`config.mk`:
```
export PLATFORM = sky130hd
export DESIGN_NAME = y_serializer
export DESIGN_NICKNAME = d
export VERILOG_FILES = /design/src/rtl/conv_pkg.sv /design/src/rtl/y_shift_reg.sv /design/src/rtl/y_serializer.sv
export SDC_FILE = /design/constraint.sdc
export NUM_CORES = 2
export LEC_CHECK = 0
export CAP_MARGIN = 20
export CORE_AREA = 2 2 415 417
export CTS_BUF_LIST = sky130_fd_sc_hd__clkbuf_8
export DETAILED_ROUTE_END_ITERATION = 10
export DIE_AREA = 0 0 417 419
export GPL_TIMING_DRIVEN = 0
export MAX_ROUTING_LAYER = met4
export PLACE_DENSITY = 0.5
export SLEW_MARGIN = 30
export SYNTH_ARGS = -nofsm -noshare
export SYNTH_HDL_FRONTEND = slang
export SYNTH_SLANG_ARGS = --single-unit
```
`constraint.sdc`:
```
create_clock -name clk -period 37.1 [get_ports clk]
set_input_delay 11.13 -clock clk [delete_from_list [all_inputs] [get_ports clk]]
set_output_delay 11.13 -clock clk [all_outputs]
set_load 0.005 [all_outputs]
```
`src/rtl/conv_pkg.sv`:
```
// Shared definitions for the convolution datapath output path.
// Provides the default word/frame geometry, the serializer state type,
// the signed data word type, and a frame-length clamp helper.
package conv_pkg;

  localparam int CONV_WIDTH   = 16;
  localparam int CONV_SIZE    = 64;
  localparam int CONV_LOGSIZE = 6;

  typedef enum logic {
    IDLE = 1'b0,
    SEND = 1'b1
  } ser_state_t;

  typedef logic signed [CONV_WIDTH-1:0] word_t;

  // A producer may request more words than the store holds; the excess is
  // simply not there to send, so the frame length saturates at the store size.
  function automatic int unsigned clamp_len(input int unsigned len,
                                            input int unsigned size);
    return (len > size) ? size : len;
  endfunction

endpackage

```
`src/rtl/y_shift_reg.sv`:
```
// Parallel-load, shift-down-by-one word store.
// Ports:
//   clk      rising-edge clock
//   load     capture all SIZE words of data_in (has priority over shift)
//   shift    move word i+1 into word i, top word becomes 0
//   data_in  parallel word vector, element i is word i
//   data_out current word 0 of the store
// Contents are not reset; the owner qualifies data_out with its own state.
module y_shift_reg #(
  parameter int WIDTH = 16,
  parameter int SIZE  = 64
) (
  input  logic                    clk,
  input  logic                    load,
  input  logic                    shift,
  input  logic signed [WIDTH-1:0] data_in [SIZE],
  output logic signed [WIDTH-1:0] data_out
);

  logic signed [WIDTH-1:0] words_q [SIZE];
  logic signed [WIDTH-1:0] words_d [SIZE];

  always_comb begin
    words_d = words_q;
    if (load) begin
      words_d = data_in;
    end else if (shift) begin
      for (int i = 0; i < SIZE - 1; i++) begin
        words_d[i] = words_q[i+1];
      end
      words_d[SIZE-1] = '0;
    end
  end

  always_ff @(posedge clk) begin
    words_q <= words_d;
  end

  assign data_out = words_q[0];

endmodule

```
`src/rtl/y_serializer.sv`:
```
// Parallel-in, serial-out buffer between the MAC array and the y port.
// A whole result vector is captured in one handshake, then streamed out
// one word per valid/ready beat, index 0 first.
// Ports:
//   clk, reset        clock, synchronous active-high reset
//   data_in[SIZE]     parallel result vector (signed words)
//   load_len          number of valid words in this frame (clamped to SIZE)
//   s_valid_in        producer has a frame on data_in/load_len
//   s_ready_in        block is idle and can accept a frame
//   data_out          current serial word (0 when not valid)
//   m_valid_out       data_out is valid
//   m_ready_out       consumer takes data_out this cycle
module y_serializer
  import conv_pkg::*;
#(
  parameter int WIDTH   = CONV_WIDTH,
  parameter int SIZE    = CONV_SIZE,
  parameter int LOGSIZE = CONV_LOGSIZE
) (
  input  logic                    clk,
  input  logic                    reset,
  input  logic signed [WIDTH-1:0] data_in [SIZE],
  input  logic [LOGSIZE:0]        load_len,
  input  logic                    s_valid_in,
  output logic                    s_ready_in,
  output logic signed [WIDTH-1:0] data_out,
  output logic                    m_valid_out,
  input  logic                    m_ready_out
);

  ser_state_t         state_q, state_d;
  logic [LOGSIZE:0]   remaining_q, remaining_d;
  logic               load;
  logic               xfer;
  logic signed [WIDTH-1:0] head_word;

  assign s_ready_in  = (state_q == IDLE);
  assign m_valid_out = (state_q == SEND);

  // A zero-length frame completes its handshake without capturing anything.
  assign load = s_valid_in && s_ready_in && (load_len != '0);
  assign xfer = m_valid_out && m_ready_out;

  always_comb begin
    state_d     = state_q;
    remaining_d = remaining_q;
    case (state_q)
      IDLE: begin
        if (load) begin
          remaining_d = (LOGSIZE+1)'(clamp_len(32'(load_len), SIZE));
          state_d     = SEND;
        end
      end
      SEND: begin
        if (xfer) begin
          remaining_d = remaining_q - (LOGSIZE+1)'(1);
          if (remaining_q == (LOGSIZE+1)'(1)) begin
            state_d = IDLE;
          end
        end
      end
      default: state_d = IDLE;
    endcase
  end

  always_ff @(posedge clk) begin
    if (reset) begin
      state_q     <= IDLE;
      remaining_q <= '0;
    end else begin
      state_q     <= state_d;
      remaining_q <= remaining_d;
    end
  end

  y_shift_reg #(
    .WIDTH (WIDTH),
    .SIZE  (SIZE)
  ) u_store (
    .clk      (clk),
    .load     (load),
    .shift    (xfer),
    .data_in  (data_in),
    .data_out (head_word)
  );

  // The store itself is never reset, so the output is forced to zero outside
  // SEND; this gives a defined data_out after reset and between frames.
  assign data_out = m_valid_out ? head_word : '0;

endmodule
```
# [Yosys cells after proc, flatten, opt, wreduce, memory -nomap -nowiden]
# Index checks and enable logic that the tools add are counted.
[classes] add_sub_neg=1 magnitude_cmp=1 n_eq_ne=3 mux=11 n_bitwise=1 reduce_logical=6
[ops] operator="$mux 1024" count=2
[ops] operator="$mux 7" count=3
[ops] operator="$mux 16" count=1
[ops] operator="$pmux 7 s2" count=1
[ops] operator="$eq 7x1->1 const B" count=1
[ops] operator="$gt 7x7->1 const B" count=1
[ops] operator="$reduce_bool 7->1" count=1
[ops] operator="$sub 7x1->7 const B" count=1
[ops] operator="$ne 2x1->1 const B" count=2
[ops] operator="$logic_and 1x1->1" count=3
[ops] operator="$mux 1" count=3
[ops] operator="$pmux 1 s2" count=1
[ops] operator="$reduce_and 2->1" count=1
[ops] operator="$reduce_bool 2->1" count=1
[ops] operator="$not 1->1" count=1
[word_totals] ff_bits=1032 inputBits=1035 output_inout_bits=18 elab_cells=89

# [Logic depth before layout (Yosys ltp)]
[depth] ltp_word=5 mapped_depth=9

# [Modules after synthesis]
# Synthesis repeated with hierarchy kept, for this count alone.
[unflattened] hier_cells=2266 hier_area_um2=45072.0
[by_module_without_submodules] mod="y_shift_reg" instances=1 cells_each=2179 area_per_inst_um2=44392.6 seq_area_each_um2=30749.5
[by_module_without_submodules] mod="y_serializer" instances=1 cells_each=87 area_per_inst_um2=679.4 seq_area_each_um2=160.2

# [Worst setup path after synthesis]
# No wires, ideal clock.
[synth_path] kind="input -> register" startpoint="input load_len[4]" endpoint="register u_store.words_q (netlist bit u_store.data_out[0]), enable pin" setup_ns=7.057 t_arrival_ns=28.352 required_time_ns=30.043 setup_slack_ns=1.690 path_stages=5 path_buffers=2 path_cell_list="nor4_4 a31o_1 buf_4 buf_2 nand2_1"
[synth_between] elab_chain_len=3
[synth_lines] item="start, declared" line_no="y_serializer.sv:23" rtl="input logic [LOGSIZE:0] load_len,"
[synth_lines] item="$reduce_bool 7->1" line_no="y_serializer.sv:41" rtl="assign load = s_valid_in && s_ready_in && (load_len != '0);"
[synth_lines] item="$logic_and 1x1->1" line_no="y_serializer.sv:41"
[synth_lines] item="$reduce_bool 2->1 (no line)"
[synth_lines] item="end signal, assigned" line_no="y_shift_reg.sv:36" rtl="words_q <= words_d;"
[synth_lines] item="end, declared" line_no="y_shift_reg.sv:20" rtl="logic signed [WIDTH-1:0] words_q [SIZE];"
# Every way passes these cells.
# A chain may end at the register's enable or synchronous reset.

# [Final worst setup path]
[layout_path] startpoint="input load_len[6]" endpoint="register u_store.words_q[591] (netlist bit), enable pin"
# Same word-level chain as after synthesis.

==> results.cfg <==
[critical_path]
critPathLaunchType = input port
reg2regPathDepth = 13
cp_slowest_cell = clkdlybuf4s50_1
critPathKind = input port to flip-flop
cp_max_fo = 48
crit_required_ns = 37.63
crit_chain = clkdlybuf4s50_1 > inv_1 > a31o_1 > buf_4 > buf_2 > nand2_4 > buf_16 > buf_12 > buf_16 > buf_12 > buf_16 > buf_16 > buf_16
slowest_delay_ns = 0.51
ff2ff_setup_slack_ns = 32.54
cpMostUsedCell = buf_16
critPathCaptureType = flip-flop
r2r-start = m_valid_out
r2r_end = u_store.words_q[591]
arrival_ns = 15.20

[finish]
final-seq-area_um2 = 30900
multi_input_area_um2 = 11900
layout.cells.non_filler = 8080
drive_above_1_share = 0.0820
layout_common_cells = nand2_1, clkdlybuf4s50_1, edfxtp_1
final_common_cell = nand2_1
fillers = 17400
layout.nets = 6680
syn_to_final_growth_pct = 39.6

[grt]
gr-total-overflow = 0
antenna_found_initial = 67
grt_pass1_vias = 35700
grt_pass1_wl_um = 248000
grt_usage = 0.205
grt_max_degree = 49

[synthesis]
synth-main-ff-cell = edfxtp_1
syn_area_per_cell_um2 = 10.1
synth_seq_cells = 1032
synth_edf_count = 1024
synthesis.instances = 4379
async_flop_share = 0
synth_fp_nets = 5416
synth_seq_area_share = 0.700
yosys_warnings = 0
ys_types = 41
netlist_area_um2 = 44100

[timing]
fmax_mhz = 68.1
finClkSkew_ns = 0.0579
rsz0062_at_grt = no
drv_slew = 0
setup_ws_ns = 22.42
relSlewSlack = 0.447
fin_setup_tns_ns = 0
tightest_slew_ns = 0.829
fin_crit_ns = 14.68
finalCritPeriodShare = 0.396
final-setup-viol-count = 0
finalHoldViolCount = 0

[die]
core-area_um2 = 171000
ioPinCount = 1053
die-width_um = 417
start_util = 0.259
fp-row-count = 152
die_area_um2 = 175000
fp.dieH_um = 419

[cts]
cts_tree = built
numCtsBuffers = 186
clk-insertion-delay-late_ns = 0.89
clock_path_buffers = 3
holdBufCountCts = 0
numClockSinks = 1032
cts_resized = 0
postCtsSetupRepairBufs = 0
path_clk_slew_ns = 0.06
cts-root-buf = clkbuf_8
cts_max_level = 4

[placed_design]
dp_hpwl_um = 143000
place_ws_ns = 21.50
gp_congestion = 0.966
port_buffers = 1051
place_inst = 7688

[min_path]
holdPathStages = 2
hp-start = u_store.words_q[715]
min_to = u_store.words_q[731]
min_path_type = flip-flop to flip-flop

[drt]
drt-total-wl_um = 179000
drtPass1Iterations = 7
drc_errors = 0
antenna_left = 0
first_iter_violations = 2985
vias_per_cell = 4.33
via_count = 35000
wl_per_cell_um = 22.2

[power_and_ir_drop]
power_density_nw_per_um2 = 48.7
power.total_mw = 3.00
leakagePower_nw = 26.4
ir_drop_v = 0.0000271

[run]
maxCapViolCount = 0

[status]
status = finished, final reports clean
-- worst max-delay path, delay by kind of cell --
kind                   cells  cell delay [ns]
AND/OR/NAND/NOR            1             0.49
buffers and inverters     11             3.20
AO/OA/AOI/OAI              1             0.21
-- logic make-up (layout without fill, tap and decap cells) --
logic type,after synthesis,count (layout),share of synthesized area
xor gates and xnor gates,1,1,0.000199
DFF,1032,1032,0.700
buffers and inverters,240,1651,0.0293
and+or+nand+nor,3078,3078,0.265
AOI/OAI and AO/OA,26,26,0.00448
adders and majority gates,2,2,0.000567
other,0,57,0
-- Yosys cell counts (all sizes together) (2+ instances only) --
| library cell | number | area share |
|---|---|---|
| nand2 | 3027 | 0.26 |
| edfxtp | 1024 | 0.70 |
| buf | 219 | 0.028 |
| and2 | 32 | 0.0045 |
| clkbuf | 12 | 0.0010 |
| dfxtp | 8 | 0.0036 |
| inv | 8 | 0.00068 |
| a21oi | 7 | 0.00079 |
| nor2 | 5 | 0.00043 |
| nor3 | 4 | 0.00045 |
| a31oi | 3 | 0.00057 |
| a311oi | 2 | 0.00040 |
| a31o | 2 | 0.00040 |
| ha | 2 | 0.00057 |
| o32ai | 2 | 0.00040 |
| or4 | 2 | 0.00034 |
-- how the worst max path moves through the flow --
| stage | start | to | slack [ns] | depth (start not counted) |
|---|---|---|---|---|
| 6_report | load_len[6] | u_store.words_q[591] | 22.42 | 13 |
| 5_1_grt | load_len[6] | u_store.words_q[619] | 22.26 | 13 |
| 4_1_cts | load_len[6] | u_store.words_q[619] | 22.45 | 13 |
| 3_5_place_dp | load_len[6] | u_store.words_q[326] | 21.50 | 13 |
| 3_3_place_gp | load_len[4] | u_store.words_q[341] | -11.54 | 6 |
| 2_1_floorplan | load_len[4] | u_store.data_out[0] | 1.69 | 5 |
-- registers in the layout (all words and copies together), names as in the netlist --
signal	cells
m_valid_out	1
remaining_q	7
u_store.data_out	16
u_store.words_q	1008
-- per-layer routing --
metal / up-vias / part of all wire / wire length (µm) / global-route usage
li1: 16800 / - / - / -
met1: 16700 / 0.40 / 71600 / 0.237
met2: 1206 / 0.52 / 93300 / 0.353
met3: 273 / 0.053 / 9500 / 0.0382
met4: 0 / 0.028 / 5000 / 0.0753
met5: - / 0 / 0 / -
-- cell type report --
type,count,area share
Clock buffer,187,0.0418
Inverter,9,0.000548
Sequential cell,1032,0.502
Timing Repair Buffer,1076,0.181
Antenna cell,57,0.00232
Tap cell,2233,0.0454
Clock inverter,148,0.0133
Buffer,231,0.0205
Multi-Input combinational cell,3107,0.194
-- stage by stage --
step           utilization  hold slack (ns)  area, µm²
5_1_grt              0.361            0.498      61600
6_report             0.361            0.478      61600
3_5_place_dp         0.340            0.483      58100
2_1_floorplan            -            0.453      44100
3_3_place_gp         0.337            0.468      57400
4_1_cts              0.360            0.458      61500
-- report_power, final --
group          switching (mW)  internal (mW)
combinational           0.267          0.195
clock                   0.509          0.507
sequential             0.0439           1.48
total                   0.820           2.18
Note: power is estimated with default switching activity, not from simulation.
